## src/rtl/alu_arbiter.sv

```systemverilog
// alu_arbiter: shares one combinational ALU (alu_ctrl 1=add, 0=Q1.7 multiply)
// between two requesters. One operation is in flight at a time and each one
// takes at least three cycles: IDLE (grant), EXEC (ALU evaluates), RESP (hold
// the result until it is accepted).
// The default build uses round-robin arbitration. Defining ALU_ARB_FIXED_PRIO_EN
// switches to fixed priority, where port 0 always wins contention.
module alu_arbiter #(
  parameter int unsigned WIDTH = 8
) (
  input  logic             clk,
  input  logic             reset,
  input  logic [1:0]       req_valid,
  output logic [1:0]       req_ready,
  input  logic [1:0]       req_op,
  input  logic [WIDTH-1:0] req_a0,
  input  logic [WIDTH-1:0] req_b0,
  input  logic [WIDTH-1:0] req_a1,
  input  logic [WIDTH-1:0] req_b1,
  output logic [1:0]       rsp_valid,
  input  logic [1:0]       rsp_ready,
  output logic [WIDTH-1:0] rsp_data,
  output logic             alu_ctrl,
  output logic [WIDTH-1:0] alu_in1,
  output logic [WIDTH-1:0] alu_in2,
  input  logic [WIDTH-1:0] alu_result,
  output logic             busy
);

  typedef enum logic [1:0] {
    ST_IDLE = 2'd0,
    ST_EXEC = 2'd1,
    ST_RESP = 2'd2
  } state_e;

  state_e           state_q, state_d;
  logic             grant_q, grant_d;
  logic             last_grant_q, last_grant_d;
  logic             op_q, op_d;
  logic [WIDTH-1:0] a_q, a_d;
  logic [WIDTH-1:0] b_q, b_d;
  logic [1:0]       rsp_valid_q, rsp_valid_d;
  logic [WIDTH-1:0] rsp_data_q, rsp_data_d;
  logic             busy_q, busy_d;
  logic             grant_c;

  // Arbitration: pick the port to serve this cycle from the current requests
  always_comb begin
    grant_c = 1'b0;
`ifdef ALU_ARB_FIXED_PRIO_EN
    grant_c = ~req_valid[0];
`else
    if (req_valid == 2'b11) begin
      grant_c = ~last_grant_q;
    end else begin
      grant_c = ~req_valid[0];
    end
`endif
  end

  // Next-state, operand capture and handshake logic
  always_comb begin
    state_d      = state_q;
    grant_d      = grant_q;
    last_grant_d = last_grant_q;
    op_d         = op_q;
    a_d          = a_q;
    b_d          = b_q;
    rsp_valid_d  = rsp_valid_q;
    rsp_data_d   = rsp_data_q;
    req_ready    = 2'b00;

    unique case (state_q)
      ST_IDLE: begin
        if (req_valid != 2'b00) begin
          req_ready    = grant_c ? 2'b10 : 2'b01;
          grant_d      = grant_c;
          last_grant_d = grant_c;
          op_d         = req_op[grant_c];
          a_d          = grant_c ? req_a1 : req_a0;
          b_d          = grant_c ? req_b1 : req_b0;
          state_d      = ST_EXEC;
        end
      end
      ST_EXEC: begin
        rsp_data_d  = alu_result;
        rsp_valid_d = grant_q ? 2'b10 : 2'b01;
        state_d     = ST_RESP;
      end
      ST_RESP: begin
        if (rsp_ready[grant_q]) begin
          rsp_valid_d = 2'b00;
          state_d     = ST_IDLE;
        end
      end
      default: begin
        rsp_valid_d = 2'b00;
        state_d     = ST_IDLE;
      end
    endcase

    busy_d = (state_d != ST_IDLE);
  end

  // State and datapath registers; last_grant resets to 1 so port 0 wins first
  always_ff @(posedge clk or posedge reset) begin
    if (reset) begin
      state_q      <= ST_IDLE;
      grant_q      <= 1'b0;
      last_grant_q <= 1'b1;
      op_q         <= 1'b1;
      a_q          <= '0;
      b_q          <= '0;
      rsp_valid_q  <= 2'b00;
      rsp_data_q   <= '0;
      busy_q       <= 1'b0;
    end else begin
      state_q      <= state_d;
      grant_q      <= grant_d;
      last_grant_q <= last_grant_d;
      op_q         <= op_d;
      a_q          <= a_d;
      b_q          <= b_d;
      rsp_valid_q  <= rsp_valid_d;
      rsp_data_q   <= rsp_data_d;
      busy_q       <= busy_d;
    end
  end

  // The ALU always sees the operand registers; they only change on a grant
  assign alu_ctrl  = op_q;
  assign alu_in1   = a_q;
  assign alu_in2   = b_q;
  assign rsp_valid = rsp_valid_q;
  assign rsp_data  = rsp_data_q;
  assign busy      = busy_q;

endmodule

```

## config.mk

```make
export PLATFORM = sky130hd
export DESIGN_NAME = alu_arbiter
export DESIGN_NICKNAME = d
export VERILOG_FILES = /design/src/rtl/alu_arbiter.sv
export SDC_FILE = /design/constraint.sdc
export NUM_CORES = 1
export LEC_CHECK = 0
export ABC_AREA = 0
export CAP_MARGIN = 20
export CORE_ASPECT_RATIO = 0.75
export CORE_MARGIN = 1.5
export CORE_UTILIZATION = 42
export CTS_CLUSTER_DIAMETER = 50
export DETAILED_ROUTE_END_ITERATION = 8
export PLACE_DENSITY = 0.81
export REMOVE_ABC_BUFFERS = 1
export SLEW_MARGIN = 20
export SYNTH_ARGS = -nofsm -noshare
export SYNTH_HDL_FRONTEND = slang
export SYNTH_SLANG_ARGS = --single-unit
```

## constraint.sdc

```tcl
create_clock -name clk -period 1.81 [get_ports clk]
set_input_delay 0.2715 -clock clk [delete_from_list [all_inputs] [get_ports clk]]
set_output_delay 0.2715 -clock clk [all_outputs]
set_load 0.01 [all_outputs]
```

# Yosys cells after proc, flatten, opt, wreduce, memory -nomap -nowiden
# Index checks and enable logic that the tools add are counted.
# classes
magnitude_cmp,2
eq_ne,4
muxes,16
bitwise,3
n_reduce_logical,5
# op_table
op,count
two-way mux 8 bit,2
two-way mux 2 bit,7
case mux 2 bit (3 select lines),2
two-way mux 1 bit,5
"equality test 2 bit, second input constant",2
"< comparator 1 x 2 -> 1 bit, second input constant",2
AND reduction 2 bit,2
nonzero test 2 bit,2
inverter 1 bit,3
"equality test 2 x 1 -> 1 bit, second input constant",1
logical NOT 2 bit,1
"inequality test 2 bit, second input constant",1
# totals
regBits,32
inputBits,48
output_inout_bits,30
wordCells,39

# Depth between registers and ports, before layout
# Gate-level depths: netlist of run 1.
# depth
word_depth,5
ltp_mapped,6
depth_no_buf,4

# Worst setup path before layout of run 1
# Ideal clock, no wire load.
# synth_timing
path_kind,register -> output
startpoint,reg last_grant_q
endpoint,out req_ready[1]
arrival_time_ns,1.008
required_time_ns,1.539
slack_ns,0.530
path_stages_with_launch,5
n_path_buf,2
path_cell_list,dfstp_2 nand2b_1 buf_4 buf_6 a21oi_1
# synth_between
elab_chain_len,5
# synth_lines
element,line,text
from (decl),37,"logic last_grant_q, last_grant_d;"
from (signal assigned),119,last_grant_q <= last_grant_d;
inverter 1 bit,53,grant_c = ~last_grant_q;
two-way mux 1 bit,52,if (req_valid == 2'b11) begin
two-way mux 2 bit,75,req_ready = grant_c ? 2'b10 : 2'b01;
two-way mux 2 bit,74,if (req_valid != 2'b00) begin
two-way mux 2 bit,72,unique case (state_q)
to (decl),13,"output logic [1:0] req_ready,"
# Every way passes these cells.

# Worst setup path after layout of run 1
# layout_timing
startpoint,in req_valid[1]
endpoint,out req_ready[1]
# layout_between
elab_chain_len,5
# layout_lines
element,line,text
from (decl),12,"input logic [1:0] req_valid,"
equality test 2 bit,52,
two-way mux 1 bit,52,
two-way mux 2 bit,75,
two-way mux 2 bit (*),74,
two-way mux 2 bit (*),72,
# Every way passes the cells marked *; elsewhere a longest branch is shown, timed or not.

==> summary.md, run 1 <==
| Metric | Value |
|---|---|
| Outcome | `complete, no violations` |
| Worst hold-check path type | `in2async` |
| Longest Clk Path Bufs | `2` |
| Full die area | `4010 sq um` |
| Final Hold Viols | `0` |
| ANT nets after route | `0` |
| Synth Cell Area | `1530 sq um` |
| Static Leakage | `1.00 nW` |
| Worst Setup Start Kind | `input port` |
| Top_reg_cell synth | `dfrtp_1` |
| Synth cell types | `25` |
| Peak supply drop | `848 uV` |
| IO Port Bufs | `just under 80` |
| CP Data Arrival Time | `between 1.5 and 2 ns` |
| Final Setup Violations | `0` |
| WL final | `around 4700 um` |
| Nets | `279` |
| Initial DRC Count | `192` |
| Antenna violations before repair | `0` |
| Max Cap Viol | `0` |
| CP endpoint kind | `primary output` |
| Per-cell routed wire length | `17.3 um` |
| Antenna cells | `0` |
| First-pass GRT wire length | `7650 um` |
| Footprint of the multi-input gates | `between 600 and 700 sq um` |
| Top cells by count, synth | `dfrtp_1, nand3_1, o21ai_0, a21oi_1, a31oi_1` |
| Share of cells above drive strength 1 | `0.116` |
| FF-to-FF setup slack | `0.34 ns` |
| Vias/cell | `~5.8` |
| Clk_lat worst skew | `0.28 ns` |
| Seq cells post-synth | `32` |
| Largest net degree at the start of global routing | `21` |
| Via count | `1570` |
| CTS root buf | `clkbuf_8` |
| Sink Count | `32` |
| Tot GR Track Use | `0.254` |
| Gr ovfl total | `0` |
| Pint | `2.49 mW` |
| Final min period | `approximately 1.8 ns` |
| Syn. warnings | `0` |
| Worst-Margin Slew | `0.539 ns` |
| Logic pwr share | `0.510` |
| Area fraction of the dominant cell type after synthesis | `0.492` |
| Avg Cell Area, Syn | `10.4 sq um` |
| Final instance area | `between 2000 and 2500 sq um` |
| Detailed Routing Iterations Pass 1 | `4` |
| EDFF count, synth | `0` |
| Vias in the first global route | `about 1600` |
| Max Fanout on Critical Path | `3` |
| RSZ-0062 raised after global routing | `no` |
| Seq pwr share | `0.346` |
| Final cell count without fillers | `272` |
| Final GP Congestion | `approximately 0.76` |
| Critical Path RT | `about 1.5 ns` |
| Final worst hold slack | `between 0.3 and 0.4 ns` |
| Drc violations | `0` |
| Power Density | `1590 nW/um^2` |
| Sw Ratio | `0.362` |
| Sequential fraction of the synthesis area | `0.526` |
| Peak Freq | `about 560 MHz` |
| H-tree levels | `2` |
| Placed cells | `263` |
| Core area | `3380 sq um` |
| Fillers | `235` |
| Io pins | `78` |
| Clock Power Share | `0.145` |
| CTS buffer count | `5` |
| Most frequent cell after synthesis | `dfrtp_1` |
| Clock-pin slew on the worst setup and hold paths | `0.06 ns` |
| Slew Limit Headroom | `0.641` |
| Max Slew Vio Count | `0` |
| Clk_skew | `roughly 0.0047 ns` |
| Cell row count | `18` |
| Initial Utilization | `0.452` |
| WS Path Type | `in2out` |
| Register area | `803 sq um` |
| Post-Place Cell Area | `2340 sq um` |
| FFs w/ async S/R, synth | `1.00` |
| CTS tree | `yes` |
| Vert. Die Dim | `55.2 um` |
| Area grow syn2layout | `60.7%` |
| Final Cycle Share | `0.983` |
| Mapped Cells | `~150` |
| Switch Pwr | `about 1.4 mW` |
| Post-DP HPWL | `about 3500 um` |
| Die width | `72.6 um` |
| Fin Setup TNS | `0 ns` |
| Largest area contributor in the netlist | `dfrtp_1` |
| Top post-synthesis cells by area | `dfrtp_1, a31oi_1, nand3_1` |
==> cell usage in the layout, fill, tap and decap left out, types with 3 or more instances in the layout <==
master | Yosys | routed
nand2b_1 | 4 | 3
buf_4 | 3 | 10
a21oi_1 | 18 | 18
clkdlybuf4s50_1 | 0 | 75
nand3_1 | 20 | 20
o21ai_0 | 19 | 19
mux2_1 | 6 | 6
inv_1 | 5 | 5
a31oi_1 | 17 | 17
clkbuf_8 | 0 | 6
dfrtp_1 | 30 | 30
==> through the flow <==
stage / utilization / worst slack (ns) / total power, mW
finish: 0.726 / 0.0307 / 3.91
CTS: 0.726 / 0.0740 / 3.92
detailed placement: 0.694 / -0.261 / 3.32
floorplan: - / 0.294 / 2.22
global placement: 0.694 / -0.179 / 3.22
global route: 0.726 / 0.0265 / 4.15
==> state kept, by name (all words and copies together) (netlist names) <==
| register | count |
|---|---|
| alu_in1 | 8 |
| alu_in2 | 8 |
| rsp_data | 8 |
| rsp_valid | 2 |
| state_q | 2 |
| alu_ctrl | 1 |
| busy | 1 |
| grant_q | 1 |
| last_grant_q | 1 |
==> area by class of cell <==
cell class / instances / share of cell area
clock buffer: 8 / 0.0367
inverter: 6 / 0.0112
multi-input combinational: 98 / 0.256
sequential: 32 / 0.328
tap: 40 / 0.0204
timing repair buffer: 88 / 0.348
==> timing repair <==
| item | in CTS | in global routing |
|---|---|---|
| resized for setup | 5 | 0 |
| hold buffers | 0 | 0 |
| setup buffers | 1 | 0 |
| endpoints found under the setup margin | 2 | 0 |
==> cells by family (layout without fill, tap and decap cells) <==
family | after synthesis | in the layout | synth area share
multiplexers | 9 | 9 | 0.0656
buffers and inverters | 17 | 102 | 0.0697
AND/OR/NAND/NOR | 29 | 29 | 0.118
flip-flops | 32 | 32 | 0.526
AO/OA/AOI/OAI | 60 | 60 | 0.220
==> worst max-delay path, cell delays in order <==
cell and delay (ns):
clkdlybuf4s50_1 0.53, buf_4 0.16, nand2b_4 0.06, a21oi_1 0.19, dlygate4sd2_1 0.29
==> metal layers <==
layer / routed length, um / GRT usage / part of all wire / vias up
li1: - / - / - / 705
met1: 1790 / 0.324 / 0.38 / 746
met2: 2350 / 0.398 / 0.50 / 105
met3: 445 / 0.0693 / 0.094 / 14
met4: 131 / 0.116 / 0.028 / 0
met5: 0 / 0 / 0 / -
==> power groups by stage <==
stage / Combinational (mW) / Clock (mW) / Sequential, mW
global route: 2.15 / 0.604 / 1.39
detailed placement: 1.97 / 0 / 1.35
floorplan: 0.754 / 0 / 1.46
CTS: 2.00 / 0.580 / 1.35
global placement: 1.90 / 0 / 1.32
finish: 1.99 / 0.567 / 1.35
==> final timing paths <==
path	startpoint	cells after the start	end
setup / recovery	req_valid[1]	5	req_ready[1]
max in group asynchronous	reset	3	last_grant_q
setup reg to reg	state_q[1]	3	rsp_valid[0]
min in group clk	rsp_data[0]	1	rsp_data[0]
hold / removal	reset	3	alu_in2[3]
hold reg to reg	rsp_data[0]	1	rsp_data[0]
(Power assumes the default switching activity.)
==> run 2: changes to the inputs <==
--- a/config.mk
+++ b/config.mk
@@ -5,14 +5,14 @@
 export SDC_FILE = /design/constraint.sdc
 export NUM_CORES = 1
 export LEC_CHECK = 0
-export ABC_AREA = 0
+export ABC_AREA = 1
 export CAP_MARGIN = 20
 export CORE_ASPECT_RATIO = 0.75
 export CORE_MARGIN = 1.5
-export CORE_UTILIZATION = 42
+export CORE_UTILIZATION = 43
 export CTS_CLUSTER_DIAMETER = 50
 export DETAILED_ROUTE_END_ITERATION = 8
-export PLACE_DENSITY = 0.81
+export PLACE_DENSITY = 0.82
 export REMOVE_ABC_BUFFERS = 1
 export SLEW_MARGIN = 20
 export SYNTH_ARGS = -nofsm -noshare
==> run 2 against run 1 <==
Net effect:
- setup slack gained 0.12 ns
- wire length down 16%
- power decreased by 3.2%
- register-to-register slack better by 0.09 ns
- critical path type is now reg2out
- highest routed layer unchanged
==> summary.md, run 2 <==
| Metric | Value |
|---|---|
| CTS tree | `yes` |
| Avg Cell Area, Syn | `8.03 sq um` |
| Area grow syn2layout | `57.7%` |
| ANT nets after route | `0` |
| Static Leakage | `1.26 nW` |
| Worst Setup Start Kind | `register` |
| Vias in the first global route | `approximately 1500` |
| Syn. warnings | `0` |
| Drc violations | `0` |
| Sink Count | `32` |
| Mapped Cells | `197` |
| Most frequent cells in the layout | `nand2_1, clkdlybuf4s50_1, dfrtp_1` |
| Final cell count without fillers | `329` |
| Peak supply drop | `1020 uV` |
| Power Density | `1520 nW/um^2` |
| Initial Utilization | `0.465` |
| Cell row count | `18` |
| Post-Place Cell Area | `2390 sq um` |
| Outcome | `complete, no violations` |
| Antenna cells | `0` |
| Share of cells above drive strength 1 | `0.0753` |
| Area fraction of the dominant cell type after synthesis | `0.474` |
| CTS buffer count | `5` |
| Clk_skew | `0.00776 ns` |
| Worst-Margin Slew | `0.401 ns` |
| H-tree levels | `2` |
| Synth cell types | `17` |
| Hold buffers post-CTS | `0` |
| Max Cap Viol | `0` |
| Sequential fraction of the synthesis area | `0.508` |
| Final worst hold slack | `0.380 ns` |
| Worst hold-check path type | `in2async` |
| Top_reg_cell synth | `dfrtp_1` |
| FFs w/ async S/R, synth | `1.00` |
| Die width | `73.1 um` |
| Via count | `around 1500` |
| Clk_lat worst skew | `0.28 ns` |
| Longest Clk Path Bufs | `2` |
| CP endpoint kind | `primary output` |
| Synth Cell Area | `between 1500 and 2000 sq um` |
| Top cells by count, synth | `nand2_1, dfrtp_1, inv_1, nand3_1, nand3b_1` |
| Clock-pin slew on the worst setup and hold paths | `0.07 ns` |
| Placed cells | `about 320` |
| FF-to-FF setup slack | `0.43 ns` |
| Final min period | `1.66 ns` |
| Top post-synthesis cells by area | `dfrtp_1, nand2_1, nand3b_1` |
| Largest area contributor in the netlist | `dfrtp_1` |
| Per-cell routed wire length | `12.0 um` |
| WL final | `roughly 4000 um` |
| Seq cells post-synth | `32` |
| IO Port Bufs | `77` |
| Max Slew Vio Count | `0` |
| First-pass GRT wire length | `between 6000 and 7000 um` |
| Commonest non-fill, non-tap cell in the layout | `nand2_1` |
| Most frequent cell after synthesis | `nand2_1` |
| Final Hold Viols | `0` |
| Detailed Routing Iterations Pass 1 | `5` |
| Largest net degree at the start of global routing | `33` |
| Peak Freq | `601 MHz` |
| Vert. Die Dim | `~56 um` |
| Final GP Congestion | `just over 0.7` |
| Post-DP HPWL | `2910 um` |
| Vias/cell | `~4.5` |
| Nets | `between 300 and 400` |
| Gr ovfl total | `0` |
| Core area | `roughly 3400 sq um` |
| Setup WS post-layout | `roughly 0.15 ns` |
| CP Data Arrival Time | `1.39 ns` |
| Antenna violations before repair | `0` |
| Initial DRC Count | `82` |
| Io pins | `78` |
| Dpl ws | `-0.182 ns` |
| CTS root buf | `clkbuf_8` |
| EDFF count, synth | `0` |
| Tot GR Track Use | `0.217` |
| Max Fanout on Critical Path | `3` |
| Slew Limit Headroom | `0.733` |
| Final core utilization | `0.734` |
| RSZ-0062 raised after global routing | `no` |
| Final instance area | `2500 sq um` |
| Final Cycle Share | `0.919` |
| Critical Path RT | `1.54 ns` |
| Final Setup Violations | `0` |
| Full die area | `4060 sq um` |
| WS Path Type | `reg2out` |
-- run 2: cell types whose count changed in the layout (fill, tap and decap cells not counted), moves of 5 or more --
| cell | before | now |
|---|---|---|
| a21oi_1 | 18 | 0 |
| inv_1 | 5 | 22 |
| a31oi_1 | 17 | 0 |
| nand3b_1 | 0 | 17 |
| o21ai_0 | 19 | 2 |
| buf_4 | 10 | 5 |
| mux2_1 | 6 | 0 |
| nand2_1 | 1 | 87 |
-- run 2: timing repair --
item	in CTS	in global routing
gates resized for setup	5	0
endpoints found under the hold margin	0	0
setup endpoints to repair	2	0
setup buffers	0	0
-- run 2: final timing paths --
check	from	end	depth (start not counted)
setup / recovery	last_grant_q	req_ready[1]	6
hold / removal	reset	busy	3
setup reg to reg	state_q[0]	alu_in2[5]	7
hold reg to reg	rsp_valid[1]	rsp_valid[1]	2
max in group asynchronous	reset	last_grant_q	3
min in group clk	rsp_valid[1]	rsp_valid[1]	2
-- run 2: kinds of logic (layout without fill, tap and decap cells) --
kind of cell / Yosys count / after routing / synth area share
AND/OR/NAND/NOR: 130 / 130 / 0.385
buffers and inverters: 33 / 115 / 0.101
flip-flops: 32 / 32 / 0.508
AO/OA/AOI/OAI: 2 / 2 / 0.00632
-- run 2: stage by stage --
stage / TNS, ns / total power [mW]
final: 0 / 3.78
after CTS: 0 / 3.82
after detailed placement: -0.219 / 3.15
after global placement: -0.165 / 3.10
after global routing: 0 / 4.07
after floorplan: 0 / 2.15
-- run 2: cell type report --
type,count,area [sq um]
sequential,32,803
multi-input combinational,132,619
clock inverter,3,42.5
clock buffer,5,68.8
inverter,25,96.3
tap,50,62.6
timing repair buffer,82,803
fill,290,905
-- run 2: power breakdown --
group / switching (mW) / internal (mW)
registers: 0.177 / 1.09
clock network: 0.267 / 0.407
logic: 0.930 / 0.913
total: 1.37 / 2.41
-- run 2: routing by layer --
| metal | up-vias | GRT usage | part of all wire |
|---|---|---|---|
| met1 | 656 | 0.295 | 0.46 |
| met4 | 0 | 0.0728 | 0.013 |
| li1 | 766 | - | - |
| met2 | 57 | 0.340 | 0.46 |
| met3 | 5 | 0.0493 | 0.065 |
| met5 | - | 0 | 0 |
-- run 2: worst max-delay path, stage by stage (launching register included) --
cell and delay (ns):
dfstp_2 0.52, inv_1 0.05, nand2_2 0.08, nand2_4 0.05, nand2_1 0.10, inv_1 0.04, dlygate4sd2_1 0.27
